$ cat config.mk
export PLATFORM = sky130hd
export DESIGN_NAME = zube_mbox
export DESIGN_NICKNAME = d
export VERILOG_FILES = /design/src/rtl/zube_mbox.sv
export SDC_FILE = /design/constraint.sdc
export NUM_CORES = 1
export LEC_CHECK = 0
export CAP_MARGIN = 10
export CORE_MARGIN = 2
export CORE_UTILIZATION = 40
export CTS_BUF_LIST = sky130_fd_sc_hd__clkbuf_2
export DETAILED_ROUTE_END_ITERATION = 7
export PLACE_DENSITY = 0.69
export SLEW_MARGIN = 20
export SYNTH_ARGS = -nofsm -noshare
export SYNTH_HDL_FRONTEND = slang
export SYNTH_SLANG_ARGS = --single-unit
$ cat constraint.sdc
create_clock -name clk -period 3.55 [get_ports clk]
set_input_delay 0.71 -clock clk [delete_from_list [all_inputs] [get_ports clk]]
set_output_delay 0.71 -clock clk [all_outputs]
set_load 0.02 [all_outputs]
$ cat src/rtl/zube_mbox.sv
// Z80 <-> Wishbone mailbox: per-channel byte FIFOs in both directions, a maskable
// sticky IRQ scheme, overflow/underflow flags and an optional Z80 interrupt.
module zube_mbox #(
    parameter logic [31:0] BASE_ADDRESS = 32'h3000_0000,
    parameter int          NUM_CHANNELS = 2,
    parameter int          DEPTH_BITS   = 4,
    parameter logic [7:0]  Z80_BASE_RST = 8'h80
) (
    input  logic        clk,
    input  logic        reset_b,
    input  logic        z80_write_strobe_b,
    input  logic        z80_read_strobe_b,
    input  logic        z80_ioreq_b,
    input  logic        z80_m1,
    input  logic [7:0]  z80_address_bus,
    input  logic [7:0]  z80_data_bus_in,
    output logic [7:0]  z80_data_bus_out,
    output logic        z80_bus_dir,
    output logic        z80_int_b,
    input  logic        wb_cyc_in,
    input  logic        wb_stb_in,
    input  logic        wb_we_in,
    input  logic [31:0] wb_addr_in,
    input  logic [31:0] wb_data_in,
    output logic        wb_ack_out,
    output logic [31:0] wb_data_out,
    output logic        irq_out
);

    localparam int DEPTH = 1 << DEPTH_BITS;

    logic       rd_s1, rd_s2, rd_s3, wr_s1, wr_s2, wr_s3;
    logic [7:0] z_addr_s1, z_addr_s2, z_data_s1, z_data_s2;
    logic       rd_rise, rd_fall, wr_rise;
    logic [7:0] z_off;
    logic       z_data_hit, z_stat_hit;
    logic       driven, rd_pop_arm;
    logic [1:0] rd_ch;

    logic [7:0] z80_base;
    logic       int_en;
    logic [7:0] pending, enable, pend_set;
    logic [NUM_CHANNELS-1:0] err_ovf, err_unf;

    logic [NUM_CHANNELS-1:0] z2a_push, z2a_pop, a2z_push, a2z_pop;
    logic [NUM_CHANNELS-1:0] z2a_full, z2a_ne, a2z_full, a2z_ne;
    logic [NUM_CHANNELS-1:0] z_ovf_set, z_unf_set, wb_ovf_set;
    logic [7:0]              z2a_head [NUM_CHANNELS];
    logic [7:0]              a2z_head [NUM_CHANNELS];
    logic [3:0]              z2a_ne4, z2a_full4, a2z_ne4, a2z_full4, ovf4, unf4;

    logic        wb_hit, wb_fire, wb_data_sel, wb_rd_pop, wb_pend_w1c, wb_err_clr;
    logic [4:0]  wb_off;
    logic [1:0]  wb_ch;
    logic [31:0] wb_rdata;
    logic [7:0]  z_rd_head, wb_rd_head;
    logic        z_rd_ne, wb_rd_ne;
    logic        wb_unused;

    assign rd_rise = rd_s2 & ~rd_s3;
    assign rd_fall = ~rd_s2 & rd_s3;
    assign wr_rise = wr_s2 & ~wr_s3;

    assign z_off      = z_addr_s2 - z80_base;
    assign z_data_hit = z_off < 8'(NUM_CHANNELS);
    assign z_stat_hit = z_off == 8'(NUM_CHANNELS);
    assign z80_bus_dir = driven & ~z80_read_strobe_b;

    assign z2a_ne4   = 4'(z2a_ne);
    assign z2a_full4 = 4'(z2a_full);
    assign a2z_ne4   = 4'(a2z_ne);
    assign a2z_full4 = 4'(a2z_full);
    assign ovf4      = 4'(err_ovf);
    assign unf4      = 4'(err_unf);

    // Wishbone classic: a hit (cyc & stb & in-window) is answered by a one-cycle
    // registered ack; every side effect happens in that ack cycle, and ack always
    // drops for a cycle so a held strobe is seen as a fresh access.
    assign wb_hit      = wb_cyc_in & wb_stb_in & (wb_addr_in[31:5] == BASE_ADDRESS[31:5]);
    assign wb_fire     = wb_ack_out & wb_hit;
    assign wb_off      = wb_addr_in[4:0];
    assign wb_ch       = wb_off[3:2];
    assign wb_data_sel = wb_off[4] & (wb_off[1:0] == 2'b00) &
                         ({1'b0, wb_off[3:2]} < 3'(NUM_CHANNELS));
    assign wb_pend_w1c = wb_fire & wb_we_in & (wb_off == 5'h08);
    assign wb_err_clr  = wb_pend_w1c & wb_data_in[16];
    assign wb_unused   = ^{wb_data_in[31:17], wb_data_in[15:9]};

    always_comb begin
        z2a_push   = '0;
        z2a_pop    = '0;
        a2z_push   = '0;
        a2z_pop    = '0;
        z_ovf_set  = '0;
        z_unf_set  = '0;
        wb_ovf_set = '0;
        pend_set   = '0;
        z_rd_head  = 8'hFF;
        z_rd_ne    = 1'b0;
        wb_rd_head = 8'hFF;
        wb_rd_ne   = 1'b0;
        for (int i = 0; i < NUM_CHANNELS; i++) begin
            if (z_off == 8'(i)) begin
                z_rd_head = a2z_head[i];
                z_rd_ne   = a2z_ne[i];
            end
            if (wb_ch == 2'(i)) begin
                wb_rd_head = z2a_head[i];
                wb_rd_ne   = z2a_ne[i];
            end
            z2a_pop[i]    = wb_fire & ~wb_we_in & wb_data_sel & (wb_ch == 2'(i)) & wb_rd_pop;
            a2z_pop[i]    = rd_fall & rd_pop_arm & (rd_ch == 2'(i));
            // A full FIFO still takes a push when a pop lands in the same cycle.
            z2a_push[i]   = wr_rise & (z_off == 8'(i)) & (~z2a_full[i] | z2a_pop[i]);
            z_ovf_set[i]  = wr_rise & (z_off == 8'(i)) & z2a_full[i] & ~z2a_pop[i];
            a2z_push[i]   = wb_fire & wb_we_in & wb_data_sel & (wb_ch == 2'(i)) &
                            (~a2z_full[i] | a2z_pop[i]);
            wb_ovf_set[i] = wb_fire & wb_we_in & wb_data_sel & (wb_ch == 2'(i)) &
                            a2z_full[i] & ~a2z_pop[i];
            z_unf_set[i]  = rd_rise & (z_off == 8'(i)) & ~a2z_ne[i];
            pend_set[i]     = z2a_push[i];
            pend_set[4 + i] = a2z_pop[i];
        end
    end

    always_comb begin
        wb_rdata = '0;
        if (wb_data_sel) begin
            wb_rdata = {24'h0, wb_rd_ne ? wb_rd_head : 8'hFF};
        end else begin
            case (wb_off)
                5'h00:   wb_rdata = {23'h0, int_en, z80_base};
                5'h04:   wb_rdata = {16'h0, unf4, ovf4, a2z_full4, z2a_ne4};
                5'h08:   wb_rdata = {24'h0, pending};
                5'h0C:   wb_rdata = {24'h0, enable};
                default: wb_rdata = '0;
            endcase
        end
    end

    for (genvar g = 0; g < NUM_CHANNELS; g++) begin : g_ch
        logic [7:0]            z2a_mem [DEPTH];
        logic [7:0]            a2z_mem [DEPTH];
        logic [DEPTH_BITS-1:0] z2a_wp, z2a_rp, a2z_wp, a2z_rp;
        logic [DEPTH_BITS:0]   z2a_cnt, a2z_cnt;

        always_ff @(posedge clk) begin
            if (z2a_push[g]) z2a_mem[z2a_wp] <= z_data_s2;
            if (a2z_push[g]) a2z_mem[a2z_wp] <= wb_data_in[7:0];
        end

        always_ff @(posedge clk or negedge reset_b) begin
            if (!reset_b) begin
                z2a_wp  <= '0;
                z2a_rp  <= '0;
                z2a_cnt <= '0;
                a2z_wp  <= '0;
                a2z_rp  <= '0;
                a2z_cnt <= '0;
            end else begin
                if (z2a_push[g]) z2a_wp <= z2a_wp + 1'b1;
                if (z2a_pop[g])  z2a_rp <= z2a_rp + 1'b1;
                if (z2a_push[g] && !z2a_pop[g])      z2a_cnt <= z2a_cnt + 1'b1;
                else if (!z2a_push[g] && z2a_pop[g]) z2a_cnt <= z2a_cnt - 1'b1;
                if (a2z_push[g]) a2z_wp <= a2z_wp + 1'b1;
                if (a2z_pop[g])  a2z_rp <= a2z_rp + 1'b1;
                if (a2z_push[g] && !a2z_pop[g])      a2z_cnt <= a2z_cnt + 1'b1;
                else if (!a2z_push[g] && a2z_pop[g]) a2z_cnt <= a2z_cnt - 1'b1;
            end
        end

        // Count tops out at exactly DEPTH, so its MSB alone means full.
        assign z2a_full[g] = z2a_cnt[DEPTH_BITS];
        assign a2z_full[g] = a2z_cnt[DEPTH_BITS];
        assign z2a_ne[g]   = z2a_cnt != '0;
        assign a2z_ne[g]   = a2z_cnt != '0;
        assign z2a_head[g] = z2a_mem[z2a_rp];
        assign a2z_head[g] = a2z_mem[a2z_rp];
    end

    always_ff @(posedge clk or negedge reset_b) begin
        if (!reset_b) begin
            rd_s1            <= 1'b0;
            rd_s2            <= 1'b0;
            rd_s3            <= 1'b0;
            wr_s1            <= 1'b0;
            wr_s2            <= 1'b0;
            wr_s3            <= 1'b0;
            z_addr_s1        <= '0;
            z_addr_s2        <= '0;
            z_data_s1        <= '0;
            z_data_s2        <= '0;
            driven           <= 1'b0;
            rd_pop_arm       <= 1'b0;
            rd_ch            <= '0;
            z80_data_bus_out <= '0;
            z80_base         <= Z80_BASE_RST;
            int_en           <= 1'b0;
            pending          <= '0;
            enable           <= '0;
            err_ovf          <= '0;
            err_unf          <= '0;
            wb_ack_out       <= 1'b0;
            wb_data_out      <= '0;
            wb_rd_pop        <= 1'b0;
            irq_out          <= 1'b0;
            z80_int_b        <= 1'b1;
        end else begin
            rd_s1     <= z80_m1 & ~z80_ioreq_b & ~z80_read_strobe_b;
            rd_s2     <= rd_s1;
            rd_s3     <= rd_s2;
            wr_s1     <= z80_m1 & ~z80_ioreq_b & ~z80_write_strobe_b;
            wr_s2     <= wr_s1;
            wr_s3     <= wr_s2;
            z_addr_s1 <= z80_address_bus;
            z_addr_s2 <= z_addr_s1;
            z_data_s1 <= z80_data_bus_in;
            z_data_s2 <= z_data_s1;

            // rd_ch remembers the channel so a base change mid-cycle still pops it.
            if (rd_rise && z_data_hit) begin
                driven           <= 1'b1;
                rd_ch            <= z_off[1:0];
                rd_pop_arm       <= z_rd_ne;
                z80_data_bus_out <= z_rd_ne ? z_rd_head : 8'hFF;
            end else if (rd_rise && z_stat_hit) begin
                driven           <= 1'b1;
                rd_pop_arm       <= 1'b0;
                z80_data_bus_out <= {z2a_full4, a2z_ne4};
            end else if (rd_fall) begin
                driven     <= 1'b0;
                rd_pop_arm <= 1'b0;
            end

            err_ovf <= (err_ovf & {NUM_CHANNELS{~wb_err_clr}}) | z_ovf_set | wb_ovf_set;
            err_unf <= (err_unf & {NUM_CHANNELS{~wb_err_clr}}) | z_unf_set;
            pending <= (wb_pend_w1c ? (pending & ~wb_data_in[7:0]) : pending) | pend_set;

            if (wb_fire && wb_we_in && wb_off == 5'h00) begin
                z80_base <= wb_data_in[7:0];
                int_en   <= wb_data_in[8];
            end
            if (wb_fire && wb_we_in && wb_off == 5'h0C) enable <= wb_data_in[7:0];

            // Read data and the pop decision are captured together one cycle before ack.
            wb_ack_out <= wb_hit & ~wb_ack_out;
            if (wb_hit && !wb_ack_out) begin
                wb_data_out <= wb_rdata;
                wb_rd_pop   <= ~wb_we_in & wb_data_sel & wb_rd_ne;
            end else begin
                wb_data_out <= '0;
                wb_rd_pop   <= 1'b0;
            end

            irq_out   <= |(pending & enable);
            z80_int_b <= ~(int_en & |a2z_ne);
        end
    end

endmodule

After elaboration in Yosys (flattened, before gate mapping)
Memory sizes are Yosys's and may differ from the RTL's.
Cells that the tools add are included.
- add/subtract/negate cells: 17
- order comparisons: 2
- eq/ne operators: 8
- multiplexer cells: 38
- bitwise operators: 82
- reduce and logical (&&, ||, !) cells: 40
- operators by type and width (operator ; count):
    two-way mux 8 bit ; 9
    case mux 14 bit (4 select lines) ; 1
    bitwise AND 1 bit ; 49
    two-way mux 5 bit ; 8
    adder 4 x 1 -> 4 bit (second input constant) ; 8
    two-way mux 32 bit ; 1
    equality test 27 x 25 -> 1 bit (second input constant) ; 1
    adder 5 x 1 -> 5 bit (second input constant) ; 4
    NOT 1 bit ; 20
    nonzero test 5 bit ; 4
    subtractor 5 x 1 -> 5 bit (second input constant) ; 4
    two-way mux 1 bit ; 18
    bitwise AND 8 bit ; 2
    logical AND 1 bit ; 14
    two-way mux 14 bit ; 1
    equality test 5 x 4 -> 1 bit (second input constant) ; 2
    nonzero test 2 bit ; 5
    logical NOT 1 bit ; 9
    equality test 8 x 1 -> 1 bit (second input constant) ; 1
    equality test 8 x 2 -> 1 bit (second input constant) ; 1
    logical NOT 8 bit ; 1
    < comparator 8 x 2 -> 1 bit (second input constant) ; 1
    NOT 8 bit ; 1
    bitwise OR 8 x 6 -> 8 bit ; 1
    12 further kinds ; 21
- flip-flop bits (word level): 167
- bits in writable memories: 512
- input port bits: 89
- memories: 4
- memories (memory ; depth ; width ; read ports ; clocked after memory_dff ; wr ports ; RTL line ; RTL):
    g_ch[0].a2z_mem ; 16 ; 8 ; 1 ; 0 ; 1 ; 143 ; logic [7:0] a2z_mem [DEPTH];
    g_ch[0].z2a_mem ; 16 ; 8 ; 1 ; 0 ; 1 ; 142 ; logic [7:0] z2a_mem [DEPTH];
    g_ch[1].a2z_mem ; 16 ; 8 ; 1 ; 0 ; 1 ; 143 ;
    g_ch[1].z2a_mem ; 16 ; 8 ; 1 ; 0 ; 1 ; 142 ;

Longest topological paths before layout
- depth in word-level cells: 13
- gate-level depth with buffers: 19

Worst setup path before layout
No wires, ideal clock.
- path type: reg-to-reg
- start: reg z_addr_s2[0]
- end: reg g_ch[0].z2a_cnt[4]
- setup time: 0.125 ns
- data arrival time: 3.488 ns
- required time: 3.425 ns
- slack: -0.063 ns
- stages on the path, launching flop included: 20
- buffers on the path: 1
- cell sequence: dfrtp_1 -> inv_1 -> ha_1 -> inv_1 -> fa_1 -> and3b_1 -> and3_1 -> nor3_1 -> nor2_1 -> nand4_2 -> buf_2 -> inv_1 -> ha_1 -> inv_1 -> ha_1 -> a21o_1 -> a21oi_1 -> xnor2_1 -> nor2_1 -> xor2_1
- cells in the longest elaborated chain, start to end: 7
- elaborated cells on any way between the ends: 9
- classes of those cells: 1 x add/sub; 1 x mux; 2 x bitwise; 5 x reduce/logical
- ends and longest elaborated chain (what ; RTL line ; RTL):
    start: declaration ; 33 ; logic [7:0] z_addr_s1, z_addr_s2, z_data_s1, z_data_s2;
    start signal: assignment ; 216 ; z_addr_s2 <= z_addr_s1;
    subtractor 8 bit (*) ; 64 ; assign z_off = z_addr_s2 - z80_base;
    logical NOT 8 bit (*) ; 114 ; z2a_push[i] = wr_rise & (z_off == 8'(i)) & (~z2a_full[i] | z2a_pop[i]);
    bitwise AND 1 bit (*) (2 in a row) ; 114 ;
    net pend_set[0] ; 42 ; logic [7:0] pending, enable, pend_set;
    logical NOT 1 bit ; 164 ; else if (!z2a_push[g] && z2a_pop[g]) z2a_cnt <= z2a_cnt - 1'b1;
    logical AND 1 bit ; 164 ;
    nonzero test 2 bit (no source line) ; n/a ;
    end signal: assignment ; 163 ; if (z2a_push[g] && !z2a_pop[g]) z2a_cnt <= z2a_cnt + 1'b1;
    end signal: assignment ; 164 ;
    end: declaration ; 145 ; logic [DEPTH_BITS:0] z2a_cnt, a2z_cnt;
The timed path passes the listed nets; every way through them passes the cells marked *.
A chain may end at the register's enable or synchronous reset.

Worst setup path in the final report
- start: reg z_addr_s2[0]
- end: reg g_ch[1].z2a_cnt[4]
- cells in the longest elaborated chain, start to end: 7
- elaborated cells on any way between the ends: 9
- classes of those cells: 1 x add/sub; 1 x eq/ne; 1 x mux; 2 x bitwise; 4 x reduce/logical
- ends and longest elaborated chain (what ; RTL line):
    subtractor 8 bit (*) ; 64
    equality test 8 x 1 -> 1 bit (*) ; 114
    bitwise AND 1 bit (*) (2 in a row) ; 114
    logical NOT 1 bit ; 164
    logical AND 1 bit ; 164
    nonzero test 2 bit (no source line) ; n/a
    end signal: assignment ; 163
    end signal: assignment ; 164
    end: declaration ; 145
Every way passes the cells marked *; elsewhere a longest branch is shown, timed or not.

==> out/qor.yml <==
status:
  status: "finished clean"
layout:
  fin_nets: 2139
  nFillCells: 5697
  area_delta_synth_final_pct: 18.4
  seq_area_sq_um: 19100
  drive_above_1_share: 0.294
  design_area_sq_um: 32300
  multi_input_area_sq_um: 7660
place:
  place_area_sq_um: 30400
  post-dp-hpwl_mm: 41.7
  gp_congestion: 0.891
  preCtsSetupSlack_ns: -0.350
  io_buffer_count: 90
route:
  vias: 15900
  vias_per_cell: 5.26
  drt_iter0_drc: 1302
  first_pass_iters: 5
  wire_per_inst_microns: 20.6
  detail-route-antenna-nets: 0
  drc: 0
  totalWireLength_mm: 62.3
sta:
  hold_ws_ns: 0.128
  hold_viol: 0
  setup_viol_count_final: 0
  slew_violations: 0
  fin_skew_ns: 0.111
  fin_crit_ns: 3.55
  layout_setup_ws_ns: 0.000528
  relSlewSlack: 0.251
  setup-tns-final_ns: 0
  worst_pin_slew_ns: 1.12
  fmax_ghz: 0.282
  fin_crit_sh: 1.00
cts:
  root_buffer: "clkbuf_2"
  clock_path_buffers: 3
  clk_latency_ns: 1.34
  cts_buffers: 165
  cts_sinks: 659
  cts_max_level: 4
  clk_pin_slew_worst_paths_ns: 0.11
  cts_tree: "yes"
floorplanning:
  die_area_sq_um: 70300
  die_w_microns: 265
  initial_core_util: 0.405
  coreArea_sq_um: 67400
  die_h_microns: 265
  num_rows: 95
  io_pins: 133
global_route:
  gr-total-overflow: 0
  grt_util_all_layers: 0.178
  grt_max_degree: 50
  grt_pass1_vias: 16400
  antenna_found_initial: 4
  grt_first_pass_wirelength_mm: 94.3
yosys:
  synth_area_leaders: "edfxtp_1 (56%), dfrtp_1 (13%), mux4_2 (8.0%)"
  yosys-top-cells-count: "edfxtp_1 (512), dfrtp_1 (145), mux4_2 (97)"
  syn_area_per_cell_sq_um: 16.8
  ys_async_sr_fraction: 0.223
  synth-seq-area-share: 0.698
  syn_inst: 1626
  synth_most_common_cell: "edfxtp_1"
  synth_ff_type: "edfxtp_1"
  synth_top_area_frac: 0.563
  synth_edf_count: 512
  syn_area_sq_um: 27300
  synth_top_cell_by_area: "edfxtp_1"
  ys_warn_count: 0
  netlist-cell-type-count: 75
  synth.ff_latch_count: 659
setup_path:
  critPathKind: "reg2reg"
  cp_max_fo: 4
  cpMostUsedCell: "inv_1"
  worst_path_max_delay_cell: "fa_2"
  cp.arrival_ns: 4.67
  endpoint_kind: "register"
  max_stage_delay_ns: 0.40
  cp-start-kind: "register"
  path_cells: "inv_1 -> ha_2 -> inv_1 -> fa_2 -> nand3_2 -> and2_4 -> o221a_4 -> o211ai_4 -> nor4b_4 -> ha_2 -> inv_1 -> ha_1 -> a21o_1 -> a21oi_2 -> xnor2_1 -> nor2_1 -> xor2_1"
  cp.required_ns: 4.67
run:
  cap_violations: 0
power:
  power_density_nw_per_um2: 435
  vdd_drop_max_mv: 0.235
  p_leak_nw: 11.7
hold_path:
  min_path_type: "in2reg"
==> placed cells by master, fill, tap and decap left out, drive strengths merged, types with 5 or more instances in the layout <==
cell,synthesis,layout
edfxtp,512,512
clkbuf,35,257
buf,59,172
dfrtp,145,145
mux4,97,97
clkdlybuf4s50,0,89
mux2i,82,82
nand2,76,76
inv,53,57
nor2,49,49
o21ai,47,47
ha,44,44
mux2,43,43
a21oi,38,38
clkinv,2,38
xnor2,31,31
and3,28,28
nor3,28,28
nand3,27,27
nand4,25,25
nor4,24,24
dlygate4sd3,0,22
a221oi,20,20
conb,1,20
a22oi,17,17
and2,17,17
xor2,16,16
nor2b,14,14
nand2b,11,11
a21o,9,9
diode,0,7
a21boi,6,6
a22o,6,6
bufinv,0,5
fa,5,5
==> what timing repair did <==
action	in CTS	in global routing
pin swaps	1	4
setup buffers	1	2
gates resized for setup	0	16
hold buffers	23	0
endpoints found under the hold margin	152	0
endpoints found under the setup margin	1	5
gates cloned	0	0
==> area by class of cell <==
type                    instances  share of cell area
flip-flops and latches        659               0.590
multi-input cells             837               0.237
repair buffers                283              0.0828
clock buffers                 257              0.0398
well taps                     873              0.0338
clock inverters                45              0.0101
inverters                      55             0.00639
diodes                          7            0.000542
==> sequential cells by signal, summed over array words and instances, names as in the netlist, 2 cells and up <==
name              cells
pending               8
z_addr_s1             8
g_ch.a2z_cnt         10
z_data_s1             8
g_ch.a2z_mem        256
g_ch.z2a_rp           8
z80_base              8
g_ch.a2z_wp           8
g_ch.z2a_mem        256
g_ch.a2z_rp           8
z_addr_s2             8
rd_ch                 2
err_ovf               2
g_ch.z2a_wp           8
enable                8
wb_data_out          12
g_ch.z2a_cnt         10
z80_data_bus_out      8
err_unf               2
z_data_s2             8
==> stage by stage <==
step	instances	power, W	util
after floorplan	1645	0.00868	-
after global placement	2680	0.00892	0.450
after detailed placement	2680	0.00894	0.450
after CTS	3006	0.0143	0.478
after global routing	3011	0.0147	0.480
final	3016	0.0141	0.480
==> cell families after synthesis <==
kind of cell	Yosys count	synth area share
compound gates	173	0.0443
xor+xnor	47	0.0151
fa+ha+maj	49	0.0238
buf+inv	149	0.0268
flops	659	0.698
mux	222	0.128
other cells	1	0.000137
simple gates	326	0.0637
==> layer usage <==
layer  track usage  up-vias  share of wire
li1              -     7169              -
met1         0.236     7962           0.42
met2         0.281      618           0.47
met3        0.0457      118          0.077
met4        0.0750        2          0.026
met5             0        -        0.00018
==> critical path: cells and delay by family (launching register included) <==
kind                     cells  cell delay [ns]
buffers and inverters        3             0.22
adder cells (fa/ha/maj)      4             1.13
AND/OR/NAND/NOR              4             0.68
AO/OA/AOI/OAI                4             0.67
XOR/XNOR                     2             0.28
flip-flops                   1             0.38
==> where the power goes <==
part | total [W] | internal, W | switching, W
clock | 0.00529 | 0.00229 | 0.00300
sequential | 0.00840 | 0.00834 | 0.0000615
combinational | 0.000393 | 0.000161 | 0.000232
==> final timing paths <==
| path | startpoint | endpoint | slack [ns] | cells past startpoint |
|---|---|---|---|---|
| min in group asynchronous | reset_b | g_ch[1].z2a_cnt[0] | 0.51 | 3 |
| worst max-delay path | z_addr_s2[0] | g_ch[1].z2a_cnt[4] | 0.0005 | 17 |
| worst min-delay path | wb_data_in[8] | int_en | 0.13 | 2 |
| worst min register to register | z_addr_s1[7] | z_addr_s2[7] | 0.35 | 0 |
| max in group asynchronous | reset_b | g_ch[1].a2z_rp[0] | 2.27 | 4 |
| worst max register to register | z_addr_s2[0] | g_ch[1].z2a_cnt[4] | 0.0005 | 17 |
No activity file was read; power rests on OpenSTA's default activity.
